## config.mk

```make
export PLATFORM = sky130hd
export DESIGN_NAME = rs_encode_core
export DESIGN_NICKNAME = d
export VERILOG_FILES = /design/src/rtl/rs_pkg.sv /design/src/rtl/rs_encode_core_lfsr.sv /design/src/rtl/rs_encode_core.sv
export SDC_FILE = /design/constraint.sdc
export NUM_CORES = 1
export LEC_CHECK = 0
export BUFFER_PORTS_ARGS = -buffer_cell sky130_fd_sc_hd__buf_2
export CAP_MARGIN = 20
export CORE_UTILIZATION = 60
export DETAILED_ROUTE_END_ITERATION = 12
export GPL_ROUTABILITY_DRIVEN = 0
export MAX_ROUTING_LAYER = met4
export PLACE_DENSITY = 0.8
export SLEW_MARGIN = 20
export SYNTH_ARGS = -nofsm -noshare
export SYNTH_HDL_FRONTEND = slang
export SYNTH_SLANG_ARGS = --single-unit
export TNS_END_PERCENT = 5
```

## constraint.sdc

```tcl
create_clock -name clk_i -period 2.8 [get_ports clk_i]
set_input_delay 0.56 -clock clk_i [delete_from_list [all_inputs] [get_ports clk_i]]
set_output_delay 0.56 -clock clk_i [all_outputs]
set_load 0.03 [all_outputs]
```

## src/rtl/rs_pkg.sv

```systemverilog
// Shared GF(2^8) arithmetic, generator-polynomial construction and FSM state
// type for the Reed-Solomon encoder.
package rs_pkg;

  localparam logic [8:0] GF_POLY  = 9'h11D;
  localparam int unsigned MAX_NPAR = 32;

  typedef logic [MAX_NPAR-1:0][7:0] gpoly_t;

  typedef enum logic {
    S_DATA,
    S_PARITY
  } rs_enc_state_e;

  // Shift-and-add multiply; each doubling of the multiplicand is reduced mod GF_POLY.
  function automatic logic [7:0] gf_mul(input logic [7:0] a, input logic [7:0] b);
    logic [7:0] p;
    logic [7:0] x;
    logic [7:0] m;
    p = '0;
    x = a;
    m = b;
    for (int unsigned i = 0; i < 8; i++) begin
      if (m[0]) p = p ^ x;
      x = x[7] ? ({x[6:0], 1'b0} ^ GF_POLY[7:0]) : {x[6:0], 1'b0};
      m = m >> 1;
    end
    return p;
  endfunction

  // Coefficients g[0..npar-1] of prod (x + alpha^i); the monic x^npar term is implicit.
  function automatic gpoly_t gen_poly(input int unsigned npar);
    logic [MAX_NPAR:0][7:0] c;
    logic [7:0]             root;
    c    = '0;
    c[0] = 8'h01;
    root = 8'h01;
    for (int unsigned i = 0; i < npar; i++) begin
      for (int unsigned j = i + 1; j > 0; j--) begin
        c[j[5:0]] = c[j[5:0] - 6'd1] ^ gf_mul(c[j[5:0]], root);
      end
      c[0] = gf_mul(c[0], root);
      root = gf_mul(root, 8'h02);
    end
    return c[MAX_NPAR-1:0];
  endfunction

endpackage

```

## src/rtl/rs_encode_core_lfsr.sv

```systemverilog
// Parity register bank: LFSR polynomial divider by the RS generator, also
// usable as a plain shift register to unload the remainder MSB-first.
module rs_encode_lfsr
  import rs_pkg::*;
#(
  parameter int unsigned NPAR = 16
) (
  input  logic       clk,
  input  logic       clr,
  input  logic       shift_en,
  input  logic       feed_en,
  input  logic [7:0] din,
  output logic [7:0] parity_msb
);

  localparam gpoly_t      G  = gen_poly(NPAR);
  localparam int unsigned IW = $clog2(NPAR);

  logic [NPAR-1:0][7:0] r;
  logic [NPAR-1:0][7:0] r_next;
  logic [7:0]           fb;

  always_comb begin
    r_next = r;
    fb     = din ^ r[NPAR-1];
    if (feed_en) begin
      r_next[0] = gf_mul(G[0], fb);
      for (int unsigned i = 1; i < NPAR; i++) begin
        r_next[IW'(i)] = r[IW'(i - 1)] ^ gf_mul(G[5'(i)], fb);
      end
    end else if (shift_en) begin
      r_next[0] = '0;
      for (int unsigned i = 1; i < NPAR; i++) begin
        r_next[IW'(i)] = r[IW'(i - 1)];
      end
    end
  end

  always_ff @(posedge clk) begin
    if (clr) r <= '0;
    else     r <= r_next;
  end

  assign parity_msb = r[NPAR-1];

endmodule

```

## src/rtl/rs_encode_core.sv

```systemverilog
// Systematic RS(N_BYTES, N_BYTES-NPAR) encoder over GF(2^8): forwards the
// message bytes, then appends NPAR parity bytes through one output register.
module rs_encode_core
  import rs_pkg::*;
#(
  parameter int unsigned N_BYTES = 200,
  parameter int unsigned NPAR    = 16
) (
  input  logic       clk_i,
  input  logic       rst_i,
  input  logic       clr_i,
  input  logic       in_valid_i,
  output logic       in_ready_o,
  input  logic [7:0] in_data_i,
  input  logic       in_last_i,
  output logic       out_valid_o,
  input  logic       out_ready_i,
  output logic [7:0] out_data_o,
  output logic       out_last_o,
  output logic       busy_o,
  output logic       err_len_o
);

  localparam int unsigned K       = N_BYTES - NPAR;
  localparam int unsigned CNT_MAX = (K > NPAR) ? K : NPAR;
  localparam int unsigned CW      = $clog2(CNT_MAX);
  localparam logic [CW-1:0] CNT_MSG_LAST = CW'(K - 1);
  localparam logic [CW-1:0] CNT_PAR_LAST = CW'(NPAR - 1);

  rs_enc_state_e state, state_next;
  logic [CW-1:0] cnt, cnt_next;
  logic [7:0]    out_data, out_data_next;
  logic          out_valid, out_valid_next;
  logic          out_last, out_last_next;
  logic          busy, busy_next;
  logic          err_len, err_len_next;
  logic          clear, can_load, out_fire, accept, par_load;
  logic [7:0]    parity_msb;

  rs_encode_lfsr #(
    .NPAR(NPAR)
  ) u_lfsr (
    .clk       (clk_i),
    .clr       (clear),
    .shift_en  (par_load),
    .feed_en   (accept),
    .din       (in_data_i),
    .parity_msb(parity_msb)
  );

  always_comb begin
    clear      = rst_i || clr_i;
    can_load   = !out_valid || out_ready_i;
    out_fire   = out_valid && out_ready_i;
    in_ready_o = (state == S_DATA) && can_load;
    accept     = in_valid_i && in_ready_o;
    par_load   = (state == S_PARITY) && can_load;

    state_next     = state;
    cnt_next       = cnt;
    out_data_next  = out_data;
    out_valid_next = out_valid;
    out_last_next  = out_last;
    busy_next      = busy;
    err_len_next   = err_len;

    // Drain first; a same-cycle load below overrides it so there is no bubble.
    if (out_fire) begin
      out_valid_next = 1'b0;
      out_last_next  = 1'b0;
      if (out_last) busy_next = 1'b0;
    end

    case (state)
      S_DATA: begin
        if (accept) begin
          out_data_next  = in_data_i;
          out_valid_next = 1'b1;
          out_last_next  = 1'b0;
          busy_next      = 1'b1;
          if (in_last_i != (cnt == CNT_MSG_LAST)) err_len_next = 1'b1;
          if (cnt == CNT_MSG_LAST) begin
            cnt_next   = '0;
            state_next = S_PARITY;
          end else begin
            cnt_next = cnt + 1'b1;
          end
        end
      end
      S_PARITY: begin
        if (par_load) begin
          out_data_next  = parity_msb;
          out_valid_next = 1'b1;
          out_last_next  = (cnt == CNT_PAR_LAST);
          if (cnt == CNT_PAR_LAST) begin
            cnt_next   = '0;
            state_next = S_DATA;
          end else begin
            cnt_next = cnt + 1'b1;
          end
        end
      end
    endcase
  end

  always_ff @(posedge clk_i) begin
    if (clear) begin
      state     <= S_DATA;
      cnt       <= '0;
      out_data  <= '0;
      out_valid <= 1'b0;
      out_last  <= 1'b0;
      busy      <= 1'b0;
      err_len   <= 1'b0;
    end else begin
      state     <= state_next;
      cnt       <= cnt_next;
      out_data  <= out_data_next;
      out_valid <= out_valid_next;
      out_last  <= out_last_next;
      busy      <= busy_next;
      err_len   <= err_len_next;
    end
  end

  assign out_data_o  = out_data;
  assign out_valid_o = out_valid;
  assign out_last_o  = out_last;
  assign busy_o      = busy;
  assign err_len_o   = err_len;

endmodule

```

# Yosys cells after proc, flatten, opt, wreduce, memory -nomap -nowiden
# Index checks and enable logic that the tools add are counted.
[classes]
add_sub_neg = 1
eq_ne = 5
muxes = 267
n_bitwise = 122
n_reduce_logical = 10
[ops]
columns = ["op", "n"]
rows = [
  ["8-bit 2-to-1 mux", 183],
  ["128-bit 2-to-1 mux", 2],
  ["7-bit 2-to-1 mux", 30],
  ["5-bit NOT", 29],
  ["8-bit XOR", 16],
  ["6-bit 2-to-1 mux", 18],
  ["3-bit NOT", 28],
  ["4-bit NOT", 21],
  ["6-bit NOT", 13],
  ["5-bit 2-to-1 mux", 9],
  ["8-bit case mux with 2 select lines", 2],
  ["7-bit NOT", 3],
  ["4-bit 2-to-1 mux", 4],
  ["1-bit 2-to-1 mux", 14],
  ["2-bit NOT", 6],
  ["8-bit by 1-bit adder with 8-bit output (second input constant)", 1],
  ["8-bit by 4-bit equality test with 1-bit output (second input constant)", 1],
  ["8-bit equality test (second input constant)", 1],
  ["8-bit NOT", 1],
  ["3-bit 2-to-1 mux", 2],
  ["1-bit case mux with 2 select lines", 3],
  ["1-bit NOT", 5],
  ["1-bit logical AND", 4],
  ["3-bit AND reduction", 1],
  ["7 further kinds", 8],
]
[word_totals]
reg_bits = 149
input_bits = 14

# Depth between registers and ports, before layout
[logic_depth]
ltp_word = 28
mapped_depth = 9

# Modules after synthesis
# A second synthesis with hierarchy kept.
[unflattened]
cells_unflattened = 957
hier_area_um2 = 8488.1
[modules_own_cells]
columns = ["mod", "instances", "cells_each", "area_each_um2", "seq_area_each_um2"]
rows = [
  ["rs_encode_lfsr", 1, 844, 7448.4, 2562.5],
  ["rs_encode_core", 1, 113, 1039.7, 420.4],
]

# Least setup slack after synthesis
# Ideal clock, no wire load.
[synth_path]
path_kind = "input port to flip-flop"
from = "input in_data_i[0]"
to = "register u_lfsr.r[39] (netlist name)"
t_arrival_ns = 2.343
required_time_ns = 2.677
path_slack_ns = 0.334
stages = 6
path_cell_list = "xnor2_1 > buf_2 > xnor3_2 > xnor3_1 > a211oi_1 > nor3_2"
[synth_via]
elab_chain_len = 24
[synth_lines]
columns = ["element", "line_no", "rtl"]
rows = [
  ["start: declaration", "rs_encode_core.sv:14", "input logic [7:0] in_data_i,"],
  ["8-bit XOR (*)", "rs_encode_core_lfsr.sv:25", "fb = din ^ r[NPAR-1];"],
  ["8-bit 2-to-1 mux (*)", "rs_pkg.sv:24", "if (m[0]) p = p ^ x;"],
  ["8-bit 2-to-1 mux (*)", "rs_encode_core_lfsr.sv:26", "if (feed_en) begin"],
  ["6-bit NOT (no line)", "-", ""],
  ["8-bit 2-to-1 mux (*)", "rs_pkg.sv:24", ""],
  ["8-bit 2-to-1 mux (*)", "rs_encode_core_lfsr.sv:26", ""],
  ["5-bit NOT (no line)", "-", ""],
  ["8-bit 2-to-1 mux (*)", "rs_pkg.sv:24", ""],
  ["[... 8 more ...]", "-", ""],
  ["8-bit NOT (no line)", "-", ""],
  ["8-bit 2-to-1 mux (*)", "rs_pkg.sv:24", ""],
  ["8-bit 2-to-1 mux (*)", "rs_encode_core_lfsr.sv:26", ""],
  ["5-bit NOT (no line)", "-", ""],
  ["8-bit 2-to-1 mux (*)", "rs_pkg.sv:24", ""],
  ["8-bit 2-to-1 mux (*)", "rs_encode_core_lfsr.sv:26", ""],
  ["8-bit XOR (*)", "rs_encode_core_lfsr.sv:29", "r_next[IW'(i)] = r[IW'(i - 1)] ^ gf_mul(G[5'(i)], fb);"],
  ["128-bit 2-to-1 mux (*)", "rs_encode_core_lfsr.sv:26", ""],
  ["end signal: assignment", "rs_encode_core_lfsr.sv:41", "else r <= r_next;"],
  ["end: declaration", "rs_encode_core_lfsr.sv:19", "logic [NPAR-1:0][7:0] r;"],
]
# Mark *: on every way between the ends. The rest lies on a longest branch, timed or not. The select of a mux whose other input is x is not followed.
# A chain may end at the register's enable or synchronous reset.

# Worst setup path in the final report
[layout_path]
from = "register u_lfsr.r, in the netlist u_lfsr.parity_msb[4]"
to = "register u_lfsr.r[38] (netlist name)"
[layout_via]
elab_chain_len = 14
[layout_lines]
columns = ["element", "line_no"]
rows = [
  ["8-bit XOR (*)", "rs_encode_core_lfsr.sv:25"],
  ["8-bit 2-to-1 mux (*)", "rs_pkg.sv:24"],
  ["8-bit 2-to-1 mux (*)", "rs_encode_core_lfsr.sv:26"],
  ["5-bit NOT (no line)", "-"],
  ["8-bit 2-to-1 mux (*)", "rs_pkg.sv:24"],
  ["8-bit 2-to-1 mux (*)", "rs_encode_core_lfsr.sv:26"],
  ["8-bit NOT (no line)", "-"],
  ["8-bit 2-to-1 mux (*)", "rs_pkg.sv:24"],
  ["8-bit 2-to-1 mux (*)", "rs_encode_core_lfsr.sv:26"],
  ["5-bit NOT (no line)", "-"],
  ["8-bit 2-to-1 mux (*)", "rs_pkg.sv:24"],
  ["8-bit 2-to-1 mux (*)", "rs_encode_core_lfsr.sv:26"],
  ["8-bit XOR (*)", "rs_encode_core_lfsr.sv:29"],
  ["128-bit 2-to-1 mux (*)", "rs_encode_core_lfsr.sv:26"],
]
# Marked as above.

==> qor.csv <==
stage,metric,value,unit
clock_network,cts.clk_slew.worst_paths,0.06,ns
layout,final_nets,963,
floorplan,die_y,122,µm
layout,diodes,0,
worst_hold_path,hold_class,in -> reg,
clock_network,clkSinkCount,149,
run_status,status,"finished, final reports clean",
synthesis,synth-xor-area-share,22.4,%
clock_network,h-tree-depth,4,
route,dr.pass1.iters,5,
setup_path,worstPathArrival,2.96,ns
route,wl,22.6,mm
synthesis,synth_top_family_by_area,XOR/XNOR gates,
grt,grt_overflow,0,
clock_network,post_cts_buffers,0,
grt,grt_usage,33.0,%
sta,setup_violations,0,
placed_design,dp_cells,1109,
sta,clock_skew,0.0103,ns
worst_hold_path,hp-start,out_ready_i,
synthesis,syn_area,8640,µm²
placed_design,dpl.hpwl,14.8,mm
route,via_count,7394,
setup_path,r2r-start,u_lfsr.parity_msb[4],
layout,syn_to_final_growth,12.8,%
clock_network,cts_hold_buf,0,
power,vdd_ir_drop_max,0.000576,V
synthesis,ys_ff_latch,149,
synthesis,yosys.area.top_type_share,34.5,%
placed_design,port_buffers,26,
layout,layout.cells.non_filler,1141,
synthesis,ys_seq_area_share,34.5,%
grt,antenna_found_initial,0,
floorplan,ios,27,
synthesis,synth_top_area_cell,dfxtp_1,
synthesis,synth_mux_area_share,1.32,%
sta,fin_crit_sh,94.0,%
synthesis,syn_nets,956,
synthesis,synth_area_leaders,"dfxtp_1 (35%), xnor3_1 (7.8%), xnor2_1 (6.8%), or3_1 (5.0%), o211ai_1 (5.0%)",
sta,worst_pin_slew,1.06,ns
clock_network,clk_latency,0.44,ns
synthesis,synth-simple-area-share,16.2,%
grt,grt_max_degree,69,
power,power.density,869,nW/µm²
setup_path,crit_fanout,14,
route,drt_iter0_drc,748,
layout,fillerInstances,1076,
route,drc,0,
floorplan,initial_core_util,61.8,%
sta,max_freq,380,MHz
synthesis,synthCells,941,
floorplan,dieArea,14900,µm²
setup_path,regToRegSetupSlack,0.17,ns
route,viasPerCell,6.48,
sta,slew_headroom,29.1,%
floorplan,rows,43,
sta,hold_violations,0,
setup_path,crit_required,3.12,ns
setup_path,endpoint_kind,flop,
flow_run,maxCapViolations,0,
sta,rsz0062_at_grt,false,
sta,drv_slew,0,
clock_network,ctsResizeCount,0,
worst_hold_path,worstHoldEndpoint,busy_o,
floorplan,coreArea,14000,µm²
clock_network,cts_tree,built,
clock_network,cts_max_path_buffers,2,
power,p_leak,0.00365,µW
synthesis,avgSynthCellArea,9.18,µm²
synthesis,synthDistinctLibCells,50,
setup_path,start_kind,flop,
grt,grt_pass1_wl,36.1,mm
sta,layout_min_cycle_time,2.63,ns
clock_network,numCtsBuffers,17,
power,p_total,8470,µW
synthesis,synth_warnings,0,
grt,grt_pass1_vias,6674,
route,drtAntennaViolNets,0,
floorplan,die_x,122,µm
setup_path,rr_endpoint,u_lfsr.r[38],
worst_hold_path,hold_path_depth,4,
synthesis,synth_adder_area_share,0.145,%
layout,drive_above_1_share,14.4,%
clock_network,ctsRootBufferMaster,clkbuf_16,
synthesis,synth_compound_area_share,21.6,%
route,wire_per_inst,19.8,µm
setup_path,r2r_cells,6,
setup_path,critical_path_class,reg -> reg,
## Yosys cell counts, drive strengths merged
master and instances:
a211o 2, or4 1, ha 1, a21oi 21
and2 5, a211oi 34, nor4 1, nand3 9
or2 2, mux2i 8, nor3 33, a221o 2
o211a 6, nor4b 1, a31oi 56, nand4 1
mux2 3, a22oi 8, nand2 84, a221oi 8
xnor2 88, o21a 1, and3 22, a2bb2oi 2
inv 3, a311oi 18, clkbuf 65, o21ai 45
xor2 19, xnor3 32, a32oi 2, o31a 6
dfxtp 149, o211ai 57, nand2b 1, buf 16
nor2 57, a21o 2, nor2b 1, or3 69
## cell type report
type	count	area [µm²]	share of cell area, %
sequential	149	2980	30.6
clock inverter	12	151	1.55
timing repair buffer	69	553	5.67
tap	180	225	2.31
multi-input combinational	708	5380	55.2
inverter	3	11.3	0.116
clock buffer	20	447	4.58
## worst max path at each step
| stage | start | to | slack, ns | cells after the start |
|---|---|---|---|---|
| finish | u_lfsr.parity_msb[4] | u_lfsr.r[38] | 0.17 | 6 |
| global route | u_lfsr.parity_msb[4] | u_lfsr.r[38] | 0.08 | 6 |
| CTS | u_lfsr.parity_msb[4] | u_lfsr.r[38] | 0.22 | 6 |
| detailed placement | in_data_i[4] | u_lfsr.r[38] | -0.04 | 7 |
| global placement | in_data_i[4] | u_lfsr.r[38] | 0.03 | 7 |
| floorplan | in_data_i[0] | u_lfsr.r[39] | 0.33 | 6 |
## cells in the final DEF, fill, tap and decap left out, drive strengths merged, types with 9 or more instances in the layout
cell type	netlist	routed
nor3	33	33
a31oi	56	56
a311oi	18	18
nand3	9	9
a211oi	34	34
a21oi	21	21
dfxtp	149	149
o21ai	45	45
o211ai	57	57
xor2	19	19
nor2	57	57
and3	22	22
or3	69	69
xnor3	32	32
nand2	84	84
xnor2	88	88
clkbuf	65	20
buf	16	69
## per-stage QoR
step	TNS (ns)	util (%)	hold slack (ns)	worst slack, ns	area (µm²)
final	0	69.7	0.451	0.169	9750
after global routing	0	69.7	0.500	0.0829	9750
after CTS	0	69.7	0.444	0.219	9750
after detailed placement	-0.0447	65.4	0.448	-0.0447	9150
after global placement	0	65.4	0.443	0.0307	9150
after floorplan	0	-	0.435	0.334	8640
## per-layer routing
layer  GRT usage (%)  share of wire, %  wire length (µm)  up-vias
li1                -                 -                 -     3489
met1            44.3                44             10000     3594
met2            49.2                46             10500      268
met3            6.18               6.7              1520       43
met4            12.3               2.5               573        0
met5               -                 0                 0        -
## report_power, final
part / internal (µW) / leakage (µW) / total [µW] / switching (µW)
sequential: 2320 / 0.00121 / 2510 / 185
combinational: 1670 / 0.00215 / 3600 / 1930
clock: 1420 / 0.000291 / 2360 / 931
## critical path, stage by stage (launching register included)
cell	delay, ns
dfxtp_1	0.43
xnor2_2	0.12
buf_12	0.17
xnor2_2	0.81
xnor3_1	0.49
a221o_1	0.35
o211a_1	0.14
## sequential cells by signal, indices dropped and copies added (netlist names)
signal and cells:
err_len_o 1, u_lfsr.parity_msb 8, busy_o 1, cnt 8, out_valid_o 1, out_last_o 1
u_lfsr.r 120, state 1, out_data_o 8
## cells by family after synthesis
| kind of cell | count (synthesis) |
|---|---|
| buffers and inverters | 84 |
| muxes | 11 |
| adders and majority gates | 1 |
| xor gates and xnor gates | 139 |
| and+or+nand+nor | 287 |
| DFF | 149 |
| AOI/OAI and AO/OA | 270 |
(Power assumes the default switching activity.)
